===== src/rtl/rr_vc_arbiter_pkg.sv =====
// Shared definitions for the VC arbiters: VC-count defaults, log2 helper and
// the IDLE/LOCKED arbitration state encoding.
package rr_vc_arbiter_pkg;

   localparam int unsigned NUM_VC_DEFAULT = 4;
   localparam int unsigned NUM_VN_DEFAULT = 3;

   typedef enum logic {
      ST_IDLE   = 1'b0,
      ST_LOCKED = 1'b1
   } arb_st_e;

   // Width needed to index n items; never less than one bit.
   function automatic int unsigned vc_log2(input int unsigned n);
      int unsigned w;
      w = 1;
      while ((32'd1 << w) < n) w++;
      return w;
   endfunction

endpackage


===== src/rtl/rr_vc_prio_enc.sv =====
// Rotating-priority encoder: first set bit of req scanning upward from ptr,
// wrapping at NUM_VC.
module rr_vc_prio_enc
   import rr_vc_arbiter_pkg::*;
#(
   parameter  int unsigned NUM_VC  = NUM_VC_DEFAULT,
   localparam int unsigned bits_VC = vc_log2(NUM_VC)
) (
   input  logic [NUM_VC-1:0]  req,
   input  logic [bits_VC-1:0] ptr,
   output logic [NUM_VC-1:0]  win_onehot,
   output logic [bits_VC-1:0] win_id,
   output logic               any
);

   logic [bits_VC:0]   sum;
   logic [bits_VC-1:0] pos;

   always_comb begin
      win_onehot = '0;
      win_id     = '0;
      any        = 1'b0;
      sum        = '0;
      pos        = '0;
      for (int unsigned i = 0; i < NUM_VC; i++) begin
         sum = {1'b0, ptr} + (bits_VC+1)'(i);
         if (sum >= (bits_VC+1)'(NUM_VC)) sum = sum - (bits_VC+1)'(NUM_VC);
         pos = sum[bits_VC-1:0];
         if (!any && req[pos]) begin
            any             = 1'b1;
            win_onehot[pos] = 1'b1;
            win_id          = pos;
         end
      end
   end

endmodule


===== src/rtl/rr_vc_arbiter.sv =====
// Round-robin VC arbiter with registered one-hot grant held until release.
// RR_VC_ARB_PKT_LOCK_EN: hold the grant for a whole packet (release on tail);
// otherwise every acknowledged flit releases and re-arbitrates.
module rr_vc_arbiter
   import rr_vc_arbiter_pkg::*;
#(
   parameter  int unsigned NUM_VC  = NUM_VC_DEFAULT,
   parameter  int unsigned NUM_VN  = NUM_VN_DEFAULT,
   localparam int unsigned bits_VC = vc_log2(NUM_VC)
) (
   input  logic               clk,
   input  logic               rst,
   input  logic [NUM_VC-1:0]  req_vc,
   input  logic               grant_ack,
   input  logic               tail_flit,
   output logic [NUM_VC-1:0]  grant_vc,
   output logic               grant_valid,
   output logic [bits_VC-1:0] grant_id
);

   localparam int unsigned unused_num_vn = NUM_VN;

   arb_st_e            st_q, st_d;
   logic [bits_VC-1:0] ptr_q, ptr_d;
   logic [NUM_VC-1:0]  grant_vc_q, grant_vc_d;
   logic [bits_VC-1:0] grant_id_q, grant_id_d;
   logic               grant_valid_q, grant_valid_d;

   logic               release_c;
   logic [bits_VC-1:0] ptr_inc;
   logic [NUM_VC-1:0]  enc_req;
   logic [bits_VC-1:0] enc_ptr;
   logic [NUM_VC-1:0]  enc_onehot;
   logic [bits_VC-1:0] enc_id;
   logic               enc_any;

`ifdef RR_VC_ARB_PKT_LOCK_EN
   assign release_c = grant_ack && tail_flit;
`else
   logic unused_tail_flit;
   assign unused_tail_flit = tail_flit;
   assign release_c        = grant_ack;
`endif

   assign ptr_inc = (grant_id_q == bits_VC'(NUM_VC-1)) ? '0 : grant_id_q + 1'b1;

   // One encoder serves both cases: fresh arbitration from IDLE, and the
   // handover pass with the advanced pointer and the outgoing VC masked.
   assign enc_req = (st_q == ST_LOCKED) ? (req_vc & ~grant_vc_q) : req_vc;
   assign enc_ptr = (st_q == ST_LOCKED) ? ptr_inc : ptr_q;

   rr_vc_prio_enc #(.NUM_VC(NUM_VC)) u_prio_enc (
      .req        (enc_req),
      .ptr        (enc_ptr),
      .win_onehot (enc_onehot),
      .win_id     (enc_id),
      .any        (enc_any)
   );

   always_comb begin
      st_d          = st_q;
      ptr_d         = ptr_q;
      grant_vc_d    = grant_vc_q;
      grant_id_d    = grant_id_q;
      grant_valid_d = grant_valid_q;
      case (st_q)
         ST_IDLE: begin
            if (enc_any) begin
               st_d          = ST_LOCKED;
               grant_vc_d    = enc_onehot;
               grant_id_d    = enc_id;
               grant_valid_d = 1'b1;
            end
         end
         ST_LOCKED: begin
            if (release_c) begin
               ptr_d = ptr_inc;
               if (enc_any) begin
                  grant_vc_d = enc_onehot;
                  grant_id_d = enc_id;
               end else begin
                  st_d          = ST_IDLE;
                  grant_vc_d    = '0;
                  grant_id_d    = '0;
                  grant_valid_d = 1'b0;
               end
            end
         end
         default: st_d = ST_IDLE;
      endcase
   end

   always_ff @(posedge clk) begin
      if (rst) begin
         st_q          <= ST_IDLE;
         ptr_q         <= '0;
         grant_vc_q    <= '0;
         grant_id_q    <= '0;
         grant_valid_q <= 1'b0;
      end else begin
         st_q          <= st_d;
         ptr_q         <= ptr_d;
         grant_vc_q    <= grant_vc_d;
         grant_id_q    <= grant_id_d;
         grant_valid_q <= grant_valid_d;
      end
   end

   assign grant_vc    = grant_vc_q;
   assign grant_id    = grant_id_q;
   assign grant_valid = grant_valid_q;

endmodule

===== config.mk =====
export PLATFORM = sky130hd
export DESIGN_NAME = rr_vc_arbiter
export DESIGN_NICKNAME = d
export VERILOG_FILES = /design/src/rtl/rr_vc_arbiter_pkg.sv /design/src/rtl/rr_vc_prio_enc.sv /design/src/rtl/rr_vc_arbiter.sv
export SDC_FILE = /design/constraint.sdc
export NUM_CORES = 1
export LEC_CHECK = 0
export CORE_UTILIZATION = 47
export CTS_CLUSTER_SIZE = 24
export DETAILED_ROUTE_END_ITERATION = 8
export HOLD_SLACK_MARGIN = 0.06
export PLACE_DENSITY = 0.7
export SETUP_SLACK_MARGIN = 0.1
export SLEW_MARGIN = 20
export SYNTH_ARGS = -nofsm -noshare
export SYNTH_HDL_FRONTEND = slang
export SYNTH_SLANG_ARGS = --single-unit
export TNS_END_PERCENT = 100

===== constraint.sdc =====
create_clock -name clk -period 4.3 [get_ports clk]
set_input_delay 1.29 -clock clk [delete_from_list [all_inputs] [get_ports clk]]
set_output_delay 1.29 -clock clk [all_outputs]
set_load 0.1 [all_outputs]

==> impl_metrics.tcl <==
set metrics [dict create \
    cts_buffer_depth 2 \
    cts_made_buffers 3 \
    crit_chain "nor2_1 > or2_1 > ha_1 > nor3_4 > mux2i_1 > mux2_4 > mux2i_1 > a21oi_1 > a221o_1" \
    hold_viol_final 0 \
    cts_setup_buffers 0 \
    dr_total_vias 1094 \
    syn_area_per_cell_um2 8.66 \
    crit_fanout 21 \
    maxSlewViolCount 0 \
    initial_utilization_pct 49.7 \
    reg2reg_from "st_q$_SDFF_PP0_" \
    end_kind "flip-flop" \
    maxCapViolations 0 \
    synth_most_common_cell "nor2_1" \
    synth_area_mm2 0.00110 \
    seq_area_um2 200 \
    outcome "finished with violations" \
    ys_top_cells_by_count "nor2_1 (12), dfxtp_1 (10), nand2_1 (9)" \
    yosysSeqAreaShare_pct 18.2 \
    drive_above_1_share_pct 17.1 \
    cp.required_ns 4.44 \
    synthDistinctLibCells 57 \
    multi_input_area_um2 850 \
    antenna_cells 0 \
    violations "design-rule violations" \
    antenna_found_initial 0 \
    setup_viol 0 \
    synth_nets 140 \
    hpwl_mm 2.08 \
    dr.pass1.iters 6 \
    timing.critical_path.mode_cell "mux2i_1" \
    p_leak_uw 0.000484 \
    routed_wl_mm 2.72 \
    r2r_end "grant_vc[2]$_SDFFE_PP0P_" \
    grt_max_degree 22 \
    syn-instance-count 127 \
    cts_tree "done" \
    worstMarginPinSlew_ns 0.968 \
    root_buffer "clkbuf_4" \
    viasPerCell 6.51 \
    hold_depth 2 \
    max_slew_margin_pct 35.3 \
    cts.repair.resized 0 \
    fillers 202 \
    worst_path_dominant_cell_family "simple AND/OR/NAND/NOR gates" \
    rows 17 \
    synth_edf_count 0 \
    rsz0062_at_grt "no" \
    wl_per_cell_um 16.2 \
    whs_endpoint "ptr_q[1]$_SDFFE_PP0P_" \
    final_util_pct 57.3 \
    finalClockSkew_ns 0.00130 \
    clkTransAtPathRegs_ns 0.05 \
    critPathLaunchType "flip-flop" \
    grtUsageTotal_pct 25.0 \
    slowest_delay_ns 0.85 \
    slowest_stage "dfxtp_1" \
    drt_iter0_drc 38 \
    die_h_um 50.4 \
    hold_buffers 0 \
    core-area_mm2 0.00221 \
    grt_pass1_wl_mm 4.84 \
    rrSetupSlack_ns 0.72 \
    drc_errors 2 \
    synth_area_leaders "dfxtp_1 (18%), ha_1 (5.7%), nor2_1 (4.1%)" \
    die_area_mm2 0.00254 \
    power_density_mw_per_mm2 804 \
    yosysTopAreaCell "dfxtp_1" \
    period_needed_ns 3.58 \
    areaGrowthSynthToFinish_pct 15.2 \
    yosys_warnings 0 \
    port_buffers 13 \
    synth_top_area_share_pct 18.2 \
    path_depth 9 \
    period_share_pct 83.3 \
    fin_nets 155 \
    dpl.cell_count 165 \
    synthFlopType "dfxtp_1" \
    critPathKind "reg2reg" \
    clk_latency_ns 0.26 \
    die_w_um 50.4 \
    synth_seq_cells 10 \
    synthArstFlopShare_pct 0 \
    ant_nets 0 \
    final_cells 168 \
    clkSinkCount 10 \
    path_buf_inv 0 \
    overflow 0 \
    gp_congestion 0.817 \
    fmax_mhz 279 \
    reg2regPathDepth 9 \
    pin_count 15 \
    crit_arrival_ns 3.73 \
    fin_ws_ns 0.718 \
    tns_ns 0 \
    dp_slack_ns 0.662 \
    hold_class "reg2reg" \
    cts_max_level 1 \
    grt_pass1_vias 1014 \
    ir_drop_uv 524 \
    min_from "ptr_q[1]$_SDFFE_PP0P_" \
]
## layout make-up
class / count / area share [%]
multi-input combinational: 108 / 67.0
sequential: 10 / 15.8
timing repair buffer: 15 / 11.5
tap: 28 / 2.76
clock buffer: 3 / 1.78
inverter: 4 / 1.18
## worst min-delay path: stages, from the launching register on
cell and delay (ns):
dfxtp_1 0.33, nand2_1 0.06, a21oi_1 0.05
## worst max-delay path by stage
stage,slack (ns),to,from
after floorplan,0.70,grant_vc[2]$_SDFFE_PP0P_,grant_id[0]$_SDFFE_PP0P_
after global placement,0.72,grant_vc[2]$_SDFFE_PP0P_,req_vc[1]
after detailed placement,0.66,grant_vc[2]$_SDFFE_PP0P_,req_vc[1]
after CTS,0.79,grant_vc[2]$_SDFFE_PP0P_,st_q$_SDFF_PP0_
after global routing,0.46,grant_vc[2]$_SDFFE_PP0P_,st_q$_SDFF_PP0_
final,0.72,grant_vc[2]$_SDFFE_PP0P_,st_q$_SDFF_PP0_
## cells in the final DEF (no fill, tap or decap), types with 3 or more instances in the layout
master and n:
o22ai_1 3, nand3_1 6, ha_1 5, dfxtp_1 10, nor4_1 3, clkdlybuf4s50_1 13
a21boi_0 3, a22o_1 5, a21oi_1 5, mux2i_1 4, nand2_1 9, clkbuf_4 3
o21ai_0 4, nor2_1 12
## registers in the layout, indices dropped and copies added, names as in the netlist
name,flops
grant_vc,4
grant_valid,1
grant_id,2
ptr_q,2
st_q,1
## cells by family after synthesis
logic type | share of synthesized area, %
AOI/OAI and AO/OA | 31.5
adders and majority gates | 5.69
buffers and inverters | 4.55
DFF | 18.2
muxes | 8.08
and+or+nand+nor | 32.0
## stage by stage
stage	hold WS, ns	cell area (um2)	power (uW)
6_report	0.498	1270	1020
5_1_grt	0.520	1270	1100
4_1_cts	0.500	1270	1020
3_5_place_dp	0.492	1240	953
3_3_place_gp	0.473	1240	946
2_1_floorplan	0.454	1100	793
## report_power, final
part	internal [uW]	total (uW)	switching [uW]
clock network	32.0	58.6	26.6
registers	124	182	57.3
logic	280	779	499
## per-layer routing
metal / up-vias / global-route usage (%) / wire (um)
met5: - / 0 / 0
met4: 0 / 6.48 / 22
met3: 4 / 5.76 / 140
met2: 39 / 39.8 / 1280
met1: 526 / 33.6 / 1280
li1: 525 / - / -
(Power assumes the default switching activity.)
